File: src/rtl/aes_pkg.sv
// Shared definitions for the iterative AES encryption controller: block width,
// controller state encoding and the key-length to round-count rule.
package aes_pkg;

    localparam int AES_BLK_W = 128;

    typedef enum logic [1:0] {
        ST_IDLE  = 2'd0,
        ST_ROUND = 2'd1,
        ST_FINAL = 2'd2,
        ST_DONE  = 2'd3
    } aes_state_e;

    // AES-128/192/256 use 10/12/14 rounds for 4/6/8-word keys.
    function automatic int aes_nr_for_nk(input int nk);
        return nk + 6;
    endfunction

endpackage

File: src/rtl/aes_round_cnt.sv
// Loadable round counter for the AES controller; flags the last full round
// (NR-1) and the final round index (NR).
module aes_round_cnt
    import aes_pkg::*;
#(
    parameter int NR = 10,
    parameter int W  = $clog2(NR + 1)
) (
    input  logic         clk,
    input  logic         rst,
    input  logic         i_load,
    input  logic [W-1:0] i_load_val,
    input  logic         i_inc,
    output logic [W-1:0] o_rnd,
    output logic         o_last,
    output logic         o_wrap
);

    logic [W-1:0] r_rnd;

    // NOTE: state registers use non-blocking assignments so every flop samples
    // the pre-edge values, independent of statement order.
    always_ff @(posedge clk) begin
        if (rst) begin
            r_rnd <= '0;
        end else if (i_load) begin
            r_rnd <= i_load_val;
        end else if (i_inc) begin
            r_rnd <= r_rnd + W'(1);
        end
    end

    assign o_rnd  = r_rnd;
    assign o_last = (r_rnd == W'(NR - 1));
    assign o_wrap = (r_rnd == W'(NR));

endmodule

File: src/rtl/aes_enc_ctrl.sv
// Sequencing controller for the iterative AES encryptor: one round per clock.
// Define AES_ENC_CTRL_PERF_EN to add the blk_count output-handshake counter.
module aes_enc_ctrl
    import aes_pkg::*;
#(
    parameter  int NK  = 4,
    parameter  int NR  = 10,
    localparam int RKW = $clog2(NR + 1)
) (
    input  logic                 clk,
    input  logic                 rst,
    input  logic                 in_valid,
    output logic                 in_ready,
    input  logic [AES_BLK_W-1:0] in_data,
    output logic [RKW-1:0]       rk_idx,
    input  logic [AES_BLK_W-1:0] rk_in,
    output logic [AES_BLK_W-1:0] dp_state,
    input  logic [AES_BLK_W-1:0] dp_round_out,
    input  logic [AES_BLK_W-1:0] dp_last_out,
    output logic                 out_valid,
    input  logic                 out_ready,
    output logic [AES_BLK_W-1:0] out_data,
    output logic                 busy
`ifdef AES_ENC_CTRL_PERF_EN
    ,
    output logic [31:0]          blk_count
`endif
);

    if (NR != aes_nr_for_nk(NK) || !(NK == 4 || NK == 6 || NK == 8)) begin : g_bad_cfg
        $fatal(1, "aes_enc_ctrl: NK must be 4, 6 or 8 and NR must equal NK+6");
    end

    localparam logic [1:0] S_IDLE  = ST_IDLE;
    localparam logic [1:0] S_ROUND = ST_ROUND;
    localparam logic [1:0] S_FINAL = ST_FINAL;
    localparam logic [1:0] S_DONE  = ST_DONE;

    logic [1:0]           r_fsm;
    logic [1:0]           w_fsm_d;
    logic [AES_BLK_W-1:0] r_state_q;
    logic [AES_BLK_W-1:0] w_state_d;
    logic                 w_cnt_load;
    logic [RKW-1:0]       w_cnt_load_val;
    logic                 w_cnt_inc;
    logic [RKW-1:0]       w_rnd;
    logic                 w_last;
    logic                 w_wrap;

    aes_round_cnt #(
        .NR (NR),
        .W  (RKW)
    ) u_round_cnt (
        .clk        (clk),
        .rst        (rst),
        .i_load     (w_cnt_load),
        .i_load_val (w_cnt_load_val),
        .i_inc      (w_cnt_inc),
        .o_rnd      (w_rnd),
        .o_last     (w_last),
        .o_wrap     (w_wrap)
    );

    // NOTE: every signal assigned here gets a default first, so no path
    // through the case leaves one unassigned and no latch is inferred.
    always_comb begin
        w_fsm_d        = r_fsm;
        w_state_d      = r_state_q;
        w_cnt_load     = 1'b0;
        w_cnt_load_val = '0;
        w_cnt_inc      = 1'b0;
        case (r_fsm)
            S_IDLE: begin
                if (in_valid) begin
                    w_fsm_d        = S_ROUND;
                    w_state_d      = in_data ^ rk_in;
                    w_cnt_load     = 1'b1;
                    w_cnt_load_val = RKW'(1);
                end
            end
            S_ROUND: begin
                w_state_d = dp_round_out;
                w_cnt_inc = !w_wrap;
                if (w_last) begin
                    w_fsm_d = S_FINAL;
                end
            end
            S_FINAL: begin
                w_state_d = dp_last_out;
                w_fsm_d   = S_DONE;
            end
            S_DONE: begin
                if (out_ready) begin
                    w_fsm_d    = S_IDLE;
                    w_cnt_load = 1'b1;
                end
            end
            default: w_fsm_d = S_IDLE;
        endcase
    end

    always_ff @(posedge clk) begin
        if (rst) begin
            r_fsm     <= S_IDLE;
            r_state_q <= '0;
        end else begin
            r_fsm     <= w_fsm_d;
            r_state_q <= w_state_d;
        end
    end

    // Handshake flags decode only the registered state, never the inputs.
    assign in_ready  = (r_fsm == S_IDLE);
    assign out_valid = (r_fsm == S_DONE);
    assign busy      = (r_fsm != S_IDLE);
    assign dp_state  = r_state_q;
    assign out_data  = r_state_q;
    assign rk_idx    = in_ready ? '0 : w_rnd;

`ifdef AES_ENC_CTRL_PERF_EN
    logic [31:0] r_blk_count;

    always_ff @(posedge clk) begin
        if (rst) begin
            r_blk_count <= '0;
        end else if (out_valid && out_ready) begin
            r_blk_count <= r_blk_count + 32'd1;
        end
    end

    assign blk_count = r_blk_count;
`endif

endmodule
File: config.mk
export PLATFORM = sky130hd
export DESIGN_NAME = aes_enc_ctrl
export DESIGN_NICKNAME = d
export VERILOG_FILES = /design/src/rtl/aes_pkg.sv /design/src/rtl/aes_round_cnt.sv /design/src/rtl/aes_enc_ctrl.sv
export SDC_FILE = /design/constraint.sdc
export NUM_CORES = 1
export LEC_CHECK = 0
export BUFFER_PORTS_ARGS = -buffer_cell sky130_fd_sc_hd__buf_2
export CORE_AREA = 2 2 304 306
export DETAILED_ROUTE_END_ITERATION = 6
export DIE_AREA = 0 0 306 308
export PLACE_DENSITY = 0.33
export SLEW_MARGIN = 20
export SYNTH_ARGS = -nofsm -noshare
export SYNTH_HDL_FRONTEND = slang
export SYNTH_HIERARCHICAL = 1
export SYNTH_SLANG_ARGS = --single-unit
File: constraint.sdc
create_clock -name clk -period 2.2 [get_ports clk]
set_input_delay 0.22 -clock clk [delete_from_list [all_inputs] [get_ports clk]]
set_output_delay 0.22 -clock clk [all_outputs]
set_load 0.05 [all_outputs]
==> metrics.md <==
| Metric | Value |
|---|---|
| Outcome | finished, final reports clean |
| Non-Filler Instances | 2,728 |
| DP Wirelength | 35.5 mm |
| Die area | 94,200 um^2 |
| Critical Path Max Stage Delay | 0.39 ns |
| Place WS | 0.163 ns |
| Initial DRC Count | 393 |
| Mean Syn Cell Area | 10.3 um^2 |
| Layout cell share with drive strength beyond 1 | 0.570 |
| Rel. slew slack | 0.580 |
| Clock buffer depth | 2 |
| Metal3 WL | 3.38 mm |
| H-tree levels | 4 |
| Final Max Tran Viols | 0 |
| GPL Wtd Cong | 0.830 |
| CORE AREA | 91,000 um^2 |
| Final worst slack | 0.230 ns |
| Antenna-violating nets left | 0 |
| Placed Area | 13,500 um^2 |
| Final setup fails | 0 |
| Num rows | 111 |
| Final Skew | 0.0106 ns |
| Slowest CP cell | dfxtp_2 |
| First-pass GRT wire length | 61.0 mm |
| Setup_tns | 0 ns |
| CTS Buf Count | 17 |
| Fill count | 10,300 |
| Crit-path max FO | 5 |
| Hold WC Path Type | input pin to flip-flop |
| Period utilization | 0.895 |
| Util after Layout | 0.155 |
| RR Startpoint | r_fsm[0] |
| Worst-Skew Late Latency | 0.46 ns |
| Slew @ Worst Pin | 0.626 ns |
| Vias per cell | 3.40 |
| Fin crit period | 1.97 ns |
| Avg WL per Cell | 16.2 um |
| Die X | 306 um |
| R2R setup slack | 0.32 ns |
| Critical path type | flip-flop to output port |
| Crit path capture | rk_idx[2] |
| Total routed wirelength | 44.1 mm |
| Final hold slack | 0.101 ns |
| Worst EP arrival | 1.75 ns |
| Drt pass-1 iters | 4 |
| Design Area, Final | 14,100 um^2 |
| Mapped Cells | 904 |
| Met2 WL | 22.8 mm |
| Placed cells | 2,697 |
| Reg2reg end | dp_state[49] |
| Critical path launch point | r_fsm[0] |
| CP Capture Type | output port |
| Area grow syn2layout | 51.6% |
| CTS root buffer | clkbuf_16 |
| Post-CTS Hold Fix Bufs | 0 |
| DRC Markers | 0 |
| Clk sink count | 134 |
| CTS clk-pin slew, worst paths | 0.07 ns |
| Post-CTS Setup Bufs | 0 |
| M1 WL | 16.8 mm |
| R2R cell count | 7 |
| IO Port Bufs | 778 |
| Startpoint Class | flip-flop |
| Yosys cell types | 35 |
| Mapped Area | 9270 um^2 |
| Register area share after synthesis | 0.289 |
| Starting Density | 0.102 |
| CTS tree | done |
| Total power | 24.4 mW |
| Top routing layer used | met5 |
| Leakage power | 6.58 nW |
| Vias in the first global route | 9,491 |
| I/O Pins | 779 |
| Maxcap violations | 0 |
| YS warnings | 6 |
| Worst path cell trace | inv_1 > ha_1 > nor2b_1 > clkbuf_4 |
| Unrepaired setup endpoints after global routing | no |
| Final hold violation count | 0 |
| Peak VDD IR | 0.000762 V |
| Die Ht | 308 um |
| Initial antenna violation count | 8 |
| Fin nets | 2,055 |
| CP required | 1.98 ns |
| Vias | 9,286 |
| Pin count of the biggest net entering global routing | 70 |
| Pwr dens | 1740 nW/um^2 |
| Tot GR Track Use | 0.0882 |
| Yosys reg bits | 134 |
| F_max | 0.508 GHz |
| Final global-route overflow total | 0 |
state kept, by name, summed over array words and instances (netlist names):
register / count
u_round_cnt/o_rnd: 4
dp_state: 128
r_fsm: 2
cells by family (layout without fill, tap and decap cells):
group	Yosys count	in the layout	synth area share
AO/OA/AOI/OAI	267	267	0.238
buffers and inverters	209	844	0.180
flip-flops	134	134	0.289
XOR/XNOR	131	131	0.124
multiplexers	129	129	0.139
AND/OR/NAND/NOR	24	24	0.0171
adder cells (fa/ha/maj)	9	9	0.0121
other	1	4	0.000404
power by group:
| part | internal [mW] | switching [mW] |
|---|---|---|
| sequential | 3.49 | 1.12 |
| combinational | 4.99 | 11.7 |
| clock | 1.81 | 1.32 |
layout make-up:
cell class / count / area, um^2 / share of cell area
Tap cell: 1186 / 1480 / 0.106
Clock inverter: 11 / 153 / 0.0109
Timing Repair Buffer: 806 / 4300 / 0.306
Antenna cell: 1 / 2.50 / 0.000178
Sequential cell: 134 / 2680 / 0.191
Clock buffer: 19 / 443 / 0.0315
Multi-Input combinational cell: 563 / 4970 / 0.353
Inverter: 8 / 30.0 / 0.00214
cell usage in the layout, fill, tap and decap left out, types with 14 or more instances in the layout:
cell type    n
buf_2      776
dfxtp_1    133
xnor2_1    130
mux2i_1    129
a22oi_1    128
a22o_1      96
a22o_2      32
clkbuf_16   17
buf_12      15
buf_4       14
cells in the mapped netlist:
cell	count	area [um^2]
buf_4	136	1020
dfxtp_1	134	2680
xnor2_1	130	1140
mux2i_1	129	1290
a22oi_1	128	961
a22o_1	96	841
a22o_2	32	320
buf_2	29	145
buf_6	20	225
buf_12	11	220
ha_1	9	113
inv_1	8	30.0
nor2b_1	7	43.8
a21oi_1	4	20.0
clkbuf_4	3	22.5
nor2_1	3	11.3
and3b_1	2	17.5
clkbuf_1	2	7.51
nand2_1	2	7.51
nand2b_1	2	12.5
nand4_1	2	12.5
o21a_1	2	15.0
a211o_1	1	8.76
a21oi_2	1	8.76
a21oi_4	1	16.3
a31oi_1	1	6.26
and2_2	1	7.51
and2b_4	1	10.0
conb_1	1	3.75
nand2b_2	1	8.76
nor3_1	1	5.00
nor3_4	1	16.3
nor4_1	1	6.26
o31ai_1	1	7.51
xor2_1	1	8.76
worst max-delay path, delay by kind of cell, from the launching register on:
family | cells | cell delay, ns
adders and majority gates | 1 | 0.32
buffers and inverters | 2 | 0.39
DFF | 1 | 0.39
and+or+nand+nor | 1 | 0.17
routing by layer:
| layer | global-route usage | up-vias |
|---|---|---|
| met4 | 0.0333 | 4 |
| met2 | 0.158 | 431 |
| met1 | 0.0984 | 4345 |
| li1 | - | 4452 |
| met3 | 0.0252 | 54 |
| met5 | 0 | - |
worst min-delay path by stage:
stage	start	end	slack, ns	depth (start not counted)
final	rst	u_round_cnt/o_rnd[1]	0.10	2
after global routing	rst	u_round_cnt/o_rnd[1]	0.06	2
after CTS	rst	u_round_cnt/o_rnd[1]	0.05	2
after detailed placement	dp_state[33]	dp_state[33]	0.48	1
after global placement	dp_state[45]	dp_state[45]	0.49	1
after floorplan	rst	u_round_cnt/o_rnd[1]	0.28	1
what timing repair did:
action,4_1_cts,5_1_grt
endpoints found under the setup margin,1,4
gates resized for setup,2,2
pin swaps,0,0
Power figures use the tool's default switching activity.
